## src/rtl/pi_bus_bridge.sv

```systemverilog
// pi_bus_bridge: queues one requester transaction and replays it inside the next Pi bus slot, with slot timeout
module pi_bus_bridge #(
    parameter int ADDR_WIDTH = 17,
    parameter int DATA_WIDTH = 8,
    parameter int TIMEOUT    = 32
) (
    input  logic                  clk16,
    input  logic                  reset_n,
    input  logic                  pi_select,
    input  logic                  pi_strobe,
    input  logic                  req_valid,
    output logic                  req_ready,
    input  logic                  req_we,
    input  logic [ADDR_WIDTH-1:0] req_addr,
    input  logic [DATA_WIDTH-1:0] req_data,
    output logic                  done,
    output logic                  err,
    output logic [DATA_WIDTH-1:0] rd_data,
    output logic [ADDR_WIDTH-1:0] bus_addr,
    output logic                  bus_addr_oe,
    output logic [DATA_WIDTH-1:0] bus_data_out,
    output logic                  bus_data_oe,
    input  logic [DATA_WIDTH-1:0] bus_data_in,
    output logic                  bus_we
);
    localparam int CW = (TIMEOUT > 2) ? $clog2(TIMEOUT) : 1;
    typedef enum logic [1:0] {IDLE, WAIT, ACTIVE, DONE} state_t;
    state_t                r_state;
    logic                  r_sel_q;
    logic                  r_stb_q;
    logic                  r_we;
    logic [CW-1:0]         r_cnt;
    logic [ADDR_WIDTH-1:0] r_addr;
    logic [DATA_WIDTH-1:0] r_data;
    logic [DATA_WIDTH-1:0] r_rd;
    logic                  r_done;
    logic                  r_err;
    logic                  w_slot_start;
    logic [CW-1:0]         w_cnt_next;
    logic                  w_timeout;
    assign w_slot_start = pi_select & ~r_sel_q;
    assign w_cnt_next   = r_cnt + CW'(1);
    assign w_timeout    = (w_cnt_next == CW'(TIMEOUT - 1));
    assign req_ready    = (r_state == IDLE);
    assign bus_addr_oe  = (r_state == ACTIVE);
    assign bus_data_oe  = (r_state == ACTIVE) & r_we;
    assign bus_we       = (r_state == ACTIVE) & r_we & pi_strobe;
    assign done         = r_done;
    assign err          = r_err;
    assign rd_data      = r_rd;
    assign bus_addr     = r_addr;
    assign bus_data_out = r_data;
    // Slot-edge detect registers plus the transaction FSM; sel_q resets high so a slot already running is not a start
    always_ff @(posedge clk16) begin
        if (!reset_n) begin
            r_state <= IDLE;
            r_sel_q <= 1'b1;
            r_stb_q <= 1'b0;
            r_we    <= 1'b0;
            r_cnt   <= '0;
            r_addr  <= '0;
            r_data  <= '0;
            r_rd    <= '0;
            r_done  <= 1'b0;
            r_err   <= 1'b0;
        end else begin
            r_sel_q <= pi_select;
            r_stb_q <= pi_strobe;
            r_done  <= 1'b0;
            r_err   <= 1'b0;
            case (r_state)
                IDLE: begin
                    if (req_valid) begin
                        r_we    <= req_we;
                        r_addr  <= req_addr;
                        r_data  <= req_data;
                        r_cnt   <= '0;
                        r_state <= WAIT;
                    end
                end
                WAIT: begin
                    if (w_slot_start) begin
                        r_state <= ACTIVE;
                    end else begin
                        r_cnt <= w_cnt_next;
                        if (w_timeout) begin
                            r_state <= DONE;
                            r_done  <= 1'b1;
                            r_err   <= 1'b1;
                        end
                    end
                end
                ACTIVE: begin
                    if (!r_we && !pi_strobe && r_stb_q) r_rd <= bus_data_in;
                    if (!pi_select) begin
                        r_state <= DONE;
                        r_done  <= 1'b1;
                    end
                end
                default: r_state <= IDLE;
            endcase
        end
    end
endmodule

```

## config.mk

```make
export PLATFORM = sky130hd
export DESIGN_NAME = pi_bus_bridge
export DESIGN_NICKNAME = d
export VERILOG_FILES = /design/src/rtl/pi_bus_bridge.sv
export SDC_FILE = /design/constraint.sdc
export NUM_CORES = 1
export LEC_CHECK = 0
export BUFFER_PORTS_ARGS = -buffer_cell sky130_fd_sc_hd__buf_2
export CORE_ASPECT_RATIO = 1.2
export CORE_MARGIN = 2
export CORE_UTILIZATION = 50
export CTS_BUF_LIST = sky130_fd_sc_hd__clkbuf_16
export CTS_CLUSTER_DIAMETER = 50
export DETAILED_ROUTE_END_ITERATION = 7
export PLACE_DENSITY = 0.91
export SETUP_SLACK_MARGIN = 0.2
export SLEW_MARGIN = 20
export SYNTH_ARGS = -nofsm -noshare
export SYNTH_HDL_FRONTEND = slang
export SYNTH_SLANG_ARGS = --single-unit
export TNS_END_PERCENT = 5
```

## constraint.sdc

```tcl
create_clock -name clk16 -period 2.4 [get_ports clk16]
set_input_delay 0.24 -clock clk16 [delete_from_list [all_inputs] [get_ports clk16]]
set_output_delay 0.24 -clock clk16 [all_outputs]
set_load 0.03 [all_outputs]
```

==> results by group, run 1 <==
Min path
  • HP Class: input port to flip-flop
  • Worst hold path startpoint: reset_n

Drt
  • DR pass1 iterations: 4
  • Number of remaining DRC errors: 0
  • Final ANT Viol Nets: 0
  • DRT Wirelength: between 4000 and 5000 µm
  • Initial drt markers: 44
  • Avg WL per Cell: about 12 µm
  • DR vias: approximately 1700
  • Drt via density: between 5 and 6

Placement
  • DP Area: approximately 2300 µm²
  • GPL Wtd Cong: between 0.7 and 0.8
  • Input/output buffers: 77
  • Pre-CTS setup slack: between 500 and 600 ps
  • Final HPWL DP: around 3000 µm

Die
  • Num ports: 78
  • Die W: between 50 and 60 µm
  • Initial Utilization: between 50% and 60%
  • Die Span Y: slightly above 70 µm
  • Area of the core: approximately 3600 µm²
  • Cell Rows: 24
  • Die footprint: approximately 4200 µm²

Critical path
  • Worst Setup End Kind: flip-flop
  • Critical Path Start: r_state[1]
  • Critical-path maximum fanout: 7
  • Top delay family on crit path: simple AND/OR/NAND/NOR gates
  • Crit path DAT: between 2000 and 2500 ps
  • Slack of the worst reg-to-reg path: roughly 490 ps
  • CP peak stage delay: approximately 400 ps
  • Crit path buf inv count: 1
  • Critical-path cell list: inv_1 -> ha_1 -> and2b_1 -> nor3_2 -> mux2_2 -> nor2_1
  • Worst path required time: about 2600 ps
  • FF-to-FF Start: r_state[1]
  • Critical path class: flip-flop to flip-flop
  • Startpoint types: flip-flop
  • Slowest CP cell: dfxtp_1

Power
  • Peak VDD IR: about 750 µV
  • Pwr Total: ~2.4 mW
  • P per Cell Area: ~1000 nW/µm²
  • Static leakage: 1.10 nW

Logic synthesis
  • Distinct cells, synth: 33
  • Synth Area per Inst: 8.60 µm²
  • EDFF count, synth: 0
  • Seq/Total Area, Yosys: 48.9%
  • Synth async-reset ratio: 0%
  • Flops & latches, synth: 45
  • Ys flop type: dfxtp_1
  • Syn. warnings: 0
  • Mapped Area: between 1500 and 2000 µm²
  • Syn Nets: 259
  • Synth Instances: around 210

CTS
  • Cts bufs inserted: 5
  • CTS sink cnt: 45
  • CTS tree: yes
  • Root buffer cell: clkbuf_16
  • Hold_buf cts: 0
  • Clock Path Buffers: 2
  • PostCTS Resize Cnt: 0
  • CTS H-Tree Depth: 2
  • Clock latency on the worst-skew pair: between 200 and 300 ps
  • Post-CTS Setup Inserts: 0
  • Reg clk slew, reported paths: 60 ps

Global routing
  • First-pass GRT wire length: 7130 µm
  • All-layer global routing usage: between 20% and 30%
  • Initial antenna violation count: 0
  • Met3 global-route usage: between 4 and 5%
  • GRT busiest layer: met2
  • GR Layer Usage met2: a little over a third
  • GR Overflow Total: 0
  • Routing usage on met1: around 27%
  • Largest net degree at the start of global routing: 28
  • Number of global-route vias before repair: 1662

Timing
  • Worst Tran Pin Value: about 460 ps
  • Period minus WS final: approximately 1900 ps
  • Slew Viols, Final: 0
  • RSZ-0062 raised after global routing: no
  • Max_slew headroom: a little under 70%
  • Final setup margin: approximately 490 ps
  • Clock Skew: approximately 1.1 ps
  • Hold Fails Final Rpt: 0
  • Setup Viol. Count Final: 0
  • TNS Setup: 0 ps
  • Post-route clock period utilization: about 80%
  • FMAX: roughly 0.52 GHz

Final layout
  • NumNets Final: around 340
  • Diode count: 0
  • Fin util: 67.2%
  • Final instance area: approximately 2400 µm²
  • Layout cell share with drive strength beyond 1: between 30% and 40%
  • Area Overhead vs Synth: 30.4%
  • Most frequent cells in the layout: buf_2 (77), nand2_1 (58), dfxtp_1 (45)
  • Most common cell after layout, fill and taps aside: buf_2

Status
  • Status: completed

Job
  • Maxcap violations: 0
[per-stage QoR]
step                      instances  hold WS [ps]
after detailed placement        324           445
final                           330           193
after global placement          324           438
after global routing            330           193
after CTS                       330           189
after floorplan                 214           313
[Yosys cell counts (all sizes together), types with 2 or more instances]
| cell type | count | area [µm²] |
|---|---|---|
| a211oi | 3 | 22.5 |
| nand2b | 5 | 31.3 |
| and3 | 2 | 12.5 |
| clkbuf | 7 | 26.3 |
| o21ai | 3 | 15.0 |
| nor3 | 2 | 15.0 |
| nor2 | 12 | 45.0 |
| mux2i | 11 | 110 |
| buf | 3 | 15.0 |
| and2 | 3 | 18.8 |
| nand2 | 58 | 218 |
| nand3b | 2 | 15.0 |
| dfxtp | 45 | 901 |
| ha | 6 | 75.1 |
| inv | 5 | 18.8 |
| a21oi | 31 | 155 |
[routing by layer]
metal  vias up  routed length, µm
li1        869                  -
met1       799               1700
met2        63               2140
met3         6                196
met4         0                 65
met5         -                  0
[registers in the layout, summed over array words and instances, names as in the netlist]
signal	count
r_stb_q	1
done	1
r_cnt	5
r_we	1
r_sel_q	1
rd_data	8
r_state	2
bus_data_out	8
err	1
bus_addr	17
[cell type report]
type / instances / area [µm²]
fillers: 308 / 1170
clock inverters: 1 / 5.00
multi-input cells: 154 / 886
clock buffers: 5 / 125
repair buffers: 81 / 415
flip-flops and latches: 45 / 901
well taps: 39 / 48.8
inverters: 5 / 18.8
[kinds of logic after synthesis]
kind of cell | Yosys count | synth area share (%)
simple gates | 92 | 22.4
flops | 45 | 48.9
compound gates | 44 | 14.8
buf+inv | 15 | 3.26
mux | 12 | 6.59
fa+ha+maj | 6 | 4.08
[where the power goes]
group	internal, mW	switching [mW]
registers	0.854	0.0656
logic	0.293	0.573
clock network	0.372	0.255
[path summary, 6_finish.rpt]
check / cells past startpoint / to
worst max-delay path: 6 / r_cnt[1]
worst min-delay path: 2 / r_sel_q
worst max register to register: 6 / r_cnt[1]
worst min register to register: 2 / bus_addr[0]
(Power assumes the default switching activity.)
==> inputs of run 2 (changes only) <==
Settings changed: CORE_UTILIZATION 50 to 42, PLACE_DENSITY 0.91 to 0.82.
Clock period 2.4 ns to 1.7 ns, I/O delays scaled along.
==> run 2 against run 1 <==
Cell count up 7.9%. Register-to-register slack worse by 340 ps. Core utilization shrank 6.4 points. Sequential power is 44% higher. Sequential share of layout area down 2.0 points. Final area increased by 7.1%. Setup slack lost 360 ps. Critical path depth shrank 1. Via count is 2.0% higher. Non-clock buffer count up 7. Sequential cell count unchanged. Count of clock-buffer cells in the layout stayed put. Critical endpoint is now bus_we. Largest power group is now combinational logic.
==> results by group, run 2 (synthesis gave the netlist of run 1 again) <==
Timing
  • Final setup margin: around 130 ps
  • RSZ-0062 raised after global routing: yes
  • Post-route clock period utilization: around 93%
  • Period minus WS final: between 1500 and 2000 ps
  • FMAX: 0.635 GHz
  • Slew Viols, Final: 0
  • Hold Fails Final Rpt: 0
  • Max_slew headroom: about three quarters
  • Clock Skew: between 4 and 5 ps
  • Setup Viol. Count Final: 0
  • Worst Tran Pin Value: between 300 and 400 ps

CTS
  • CTS sink cnt: 45
  • Clock Path Buffers: 2
  • CTS H-Tree Depth: 2
  • Cts bufs inserted: 5
  • Hold_buf cts: 0
  • CTS tree: yes
  • Reg clk slew, reported paths: approximately 60 ps
  • Root buffer cell: clkbuf_16
  • Clock latency on the worst-skew pair: 280 ps

Die
  • Initial Utilization: 43.5%
  • Die W: 64.4 µm
  • Num ports: slightly below 80
  • Die footprint: between 4000 and 5000 µm²
  • Die Span Y: about 77 µm
  • Cell Rows: 26
  • Area of the core: 4230 µm²

Critical path
  • Critical path class: flip-flop to output pin
  • Most common cell on crit path: buf_4
  • Worst Setup End Kind: output pin
  • CP peak stage delay: 380 ps
  • Slack of the worst reg-to-reg path: 150 ps
  • Slowest CP cell: dfxtp_4
  • Startpoint types: flip-flop
  • Worst path required time: around 1500 ps
  • FF-to-FF End: r_state[1]
  • Critical-path maximum fanout: 6
  • FF-to-FF Start: r_cnt[1]
  • Cell count of the worst reg-to-reg path: 5
  • Crit path DAT: 1400 ps
  • Critical-path cell list: inv_2 -> ha_2 -> buf_4 -> and3_1 -> buf_4

Min path
  • HP Class: input port to flip-flop
  • Hold Crit Depth: 3
  • Worst hold path startpoint: req_addr[1]
  • Hold EP: bus_addr[1]

Placement
  • GPL Wtd Cong: just under 0.9
  • DP Area: 2350 µm²
  • Pre-CTS setup slack: -3.24 ps
  • Final HPWL DP: between 3000 and 4000 µm
  • Input/output buffers: between 70 and 80
  • Inst Count DP: roughly 350

Power
  • Clock power share: 26.5%
  • Static leakage: approximately 1.2 nW
  • Int Pwr: ~2.3 mW
  • Reg power frac: 36.2%
  • Combinational power share: 37.3%
  • Switching Power: around 1.4 mW
  • Switching share of power: 37.4%
  • P per Cell Area: between 1000 and 1500 nW/µm²
  • Peak VDD IR: approximately 900 µV

Global routing
  • GRT busiest layer: met2
  • Number of global-route vias before repair: approximately 1700
  • GR Overflow Total: 0
  • First-pass GRT wire length: roughly 7400 µm
  • Largest net degree at the start of global routing: 26
  • Routing usage on met1: about a fifth
  • Met3 global-route usage: around 3.8%
  • All-layer global routing usage: approximately a fifth
  • GR Layer Usage met2: 33.6%
  • Initial antenna violation count: 0

Drt
  • DR vias: 1772
  • DRT Wirelength: about 4400 µm
  • Final ANT Viol Nets: 0
  • DR pass1 iterations: 4
  • Number of remaining DRC errors: 0
  • Initial drt markers: 89
  • Drt via density: 4.98
  • Avg WL per Cell: 12.5 µm

Final layout
  • Most common cell after layout, fill and taps aside: buf_2
  • Filler cells: 390
  • Layout cell share with drive strength beyond 1: 38.0%
  • Diode count: 0
  • Most frequent cells in the layout: buf_2 (76), nand2_1 (57), dfxtp_1 (40)
  • NumNets Final: 344
  • Area Overhead vs Synth: 39.7%
  • Final instance area: roughly 2600 µm²
  • Final Instance Count excl. Fillers: approximately 360
  • Max reg flops: 17

Job
  • Maxcap violations: 0

Status
  • Status: completed
## run 2: cell count changes in the layout (fill, tap and decap cells not counted), moves of 3 or more
cell,delta
buf_4,+8
dfxtp_1,-5
ha_1,-4
dfxtp_4,+3
ha_4,+3
## run 2: repair_timing
action	4_1_cts	5_1_grt
gates cloned	0	0
resized for setup	12	0
setup endpoints to repair	7	13
pin swaps	7	0
setup buffers	3	0
## run 2: cell type report
cell class                      instances  area [µm²]  share of cell area (%)
Clock buffer                            5         125                    4.87
Clock inverter                          3        25.0                   0.973
Inverter                                5        18.8                   0.730
Multi-Input combinational cell        154         947                    36.8
Sequential cell                        45         915                    35.6
Tap cell                               56        70.1                    2.73
Timing Repair Buffer                   88         470                    18.3
## run 2: metrics by stage
step | total power [mW] | utilization [%] | setup TNS (ps) | hold slack [ps]
floorplan | 2.27 | - | 0 | 243
global placement | 2.61 | 55.6 | 0 | 402
detailed placement | 2.65 | 55.6 | -3.24 | 409
CTS | 3.68 | 60.8 | 0 | 113
global route | 3.87 | 60.8 | 0 | 120
finish | 3.65 | 60.8 | 0 | 119
## run 2: how the worst max path moves through the flow
stage | to | cells after the start | start
final | bus_we | 5 | r_state[0]
after global routing | r_cnt[3] | 7 | r_state[0]
after CTS | r_state[1] | 5 | r_cnt[1]
after detailed placement | r_state[1] | 5 | r_cnt[1]
after global placement | r_state[1] | 5 | r_cnt[0]
after floorplan | r_cnt[1] | 6 | r_state[1]
## run 2: routing by layer
layer,vias to the layer above,part of all wire [%]
met5,-,0
met4,0,2.3
met3,10,5.4
met2,58,51
met1,811,41
li1,893,-
## run 2: power by group through the flow
stage,registers (mW),clock network [mW],logic (mW)
3_5_place_dp,1.33,0,1.32
6_report,1.32,0.967,1.36
2_1_floorplan,1.54,0,0.733
4_1_cts,1.32,0.995,1.37
3_3_place_gp,1.32,0,1.29
5_1_grt,1.34,1.05,1.49
## run 2: critical path: cells and delay by family (launching register included)
kind                     cells  cell delay (ps)
flip-flops                   1              380
buffers and inverters        3              380
adder cells (fa/ha/maj)      1              180
AND/OR/NAND/NOR              1              180
==> inputs of run 3 (changes only) <==
Settings changed: CTS_BUF_LIST sky130_fd_sc_hd__clkbuf_16 to not set, MAX_ROUTING_LAYER set to met4.
==> run 3 against run 2 <==
Sequential cell count is the same. Count of clock-buffer cells in the layout is the same. Die area is the same. Register-to-register slack lost 60 ps. Worst hold slack lost 23 ps. Sequential power is essentially flat. Critical path type is now flip-flop to flip-flop. Global-route usage grew 0.49 points. Power shrank 8.5%.
==> results by group, run 3 (synthesis gave the netlist of run 1 again) <==
CTS
  • Reg clk slew, reported paths: roughly 90 ps
  • Clock Path Buffers: 2
  • Hold_buf cts: 0
  • CTS sink cnt: 45
  • Root buffer cell: clkbuf_8
  • Cts bufs inserted: 5
  • CTS H-Tree Depth: 2
  • CTS tree: yes
  • Clock latency on the worst-skew pair: roughly 300 ps

Power
  • Switching Power: ~1.3 mW
  • Int Pwr: ~2 mW
  • P per Cell Area: approximately 1300 nW/µm²
  • Combinational power share: 40.0%
  • Clock power share: just over 20%
  • Reg power frac: 39.4%
  • Static leakage: around 1.1 nW
  • Peak VDD IR: between 700 and 800 µV
  • Switching share of power: approximately two fifths

Critical path
  • Critical Path Start: r_state[0]
  • Crit path DAT: roughly 1900 ps
  • Critical path class: flip-flop to flip-flop
  • FF-to-FF End: r_cnt[1]
  • Worst path required time: about 2000 ps
  • Slack of the worst reg-to-reg path: between 80 and 90 ps
  • FF-to-FF Start: r_state[0]
  • Cell count of the worst reg-to-reg path: 6
  • Startpoint types: flip-flop
  • Worst Setup End Kind: flip-flop
  • Critical-path maximum fanout: 7

Timing
  • Max_slew headroom: around 75%
  • FMAX: about 0.62 GHz
  • TNS Setup: 0 ps
  • Setup Viol. Count Final: 0
  • Slew Viols, Final: 0
  • Final setup margin: approximately 90 ps
  • Clock Skew: 8.18 ps
  • Period minus WS final: 1610 ps
  • Post-route clock period utilization: about 95%
  • Hold Fails Final Rpt: 0
  • Worst Tran Pin Value: around 370 ps
  • RSZ-0062 raised after global routing: yes

Global routing
  • Initial antenna violation count: 0
  • Largest net degree at the start of global routing: 26
  • All-layer global routing usage: about a fifth
  • Number of global-route vias before repair: between 1500 and 2000
  • First-pass GRT wire length: 7330 µm
  • GR Overflow Total: 0

Drt
  • Drt via density: approximately 5
  • DRT Wirelength: roughly 4500 µm
  • Final ANT Viol Nets: 0
  • DR pass1 iterations: 4
  • Number of remaining DRC errors: 0
  • Initial drt markers: 85
  • Avg WL per Cell: between 10 and 15 µm
  • DR vias: about 1800

Die
  • Die W: between 60 and 70 µm
  • Die footprint: between 4000 and 5000 µm²
  • Cell Rows: 26
  • Die Span Y: 76.5 µm
  • Num ports: 78
  • Initial Utilization: between 40% and 50%
  • Area of the core: ~4200 µm²

Min path
  • HP Class: input port to flip-flop
  • Hold Crit Depth: 3
  • Worst hold path startpoint: req_data[0]
  • Hold EP: bus_data_out[0]

Final layout
  • Final Instance Count excl. Fillers: roughly 360
  • Most common cell after layout, fill and taps aside: buf_2
  • Max reg flops: 17
  • Diode count: 0
  • NumNets Final: 343
  • Layout cell share with drive strength beyond 1: around two fifths
  • Most frequent cells in the layout: buf_2 (75), nand2_1 (57), dfxtp_1 (40)
  • Area Overhead vs Synth: 36.2%
  • Fin util: about 59%

Placement
  • Final HPWL DP: 3200 µm
  • Inst Count DP: ~350
  • Pre-CTS setup slack: -3.24 ps
  • GPL Wtd Cong: between 0.8 and 0.9
  • Input/output buffers: 77

Job
  • Maxcap violations: 0

Status
  • Status: completed
-- run 3: per-stage QoR --
stage | cell area [µm²] | total power, mW | hold WS, ps
2_1_floorplan | 1870 | 2.27 | 243
3_3_place_gp | 2350 | 2.61 | 402
3_5_place_dp | 2350 | 2.65 | 409
4_1_cts | 2500 | 3.37 | 82.4
5_1_grt | 2510 | 3.55 | 88.4
6_report | 2510 | 3.34 | 95.1
-- run 3: layout make-up --
cell class                 count  area, µm²
clock buffer                   5       68.8
clock inverter                 3       25.0
fill                         398       1720
inverter                       5       18.8
multi-input combinational    154        940
sequential                    45        915
tap                           56       70.1
timing repair buffer          87        469
-- run 3: power by group through the flow --
| stage | registers [mW] | clock network, mW | logic [mW] |
|---|---|---|---|
| after CTS | 1.31 | 0.717 | 1.34 |
| after global routing | 1.33 | 0.764 | 1.45 |
| after global placement | 1.32 | 0 | 1.29 |
| after floorplan | 1.54 | 0 | 0.733 |
| after detailed placement | 1.33 | 0 | 1.32 |
| final | 1.32 | 0.689 | 1.33 |
-- run 3: how the worst max path moves through the flow --
stage,endpoint,cells past startpoint
final,r_cnt[1],6
after global routing,r_cnt[4],6
after CTS,r_state[1],5
after detailed placement,r_state[1],5
after global placement,r_state[1],5
after floorplan,r_cnt[1],6
-- run 3: timing repair --
item	CTS	global route
endpoints found under the hold margin	0	0
buffers inserted	2	0
pin swaps	6	2
gates resized for setup	12	2
endpoints found under the setup margin	7	10
-- run 3: per-layer routing --
metal,GRT usage [%],wire (µm)
met3,4.58,225
met2,33.5,2260
met1,20.8,1870
met5,-,0
met4,8.09,113
-- run 3: critical path: stages, from the launching register on --
cell and delay [ps]:
dfxtp_4 380, inv_2 60, ha_4 170, and2b_2 240
nor3_4 320, mux2_4 340, nor2_2 60
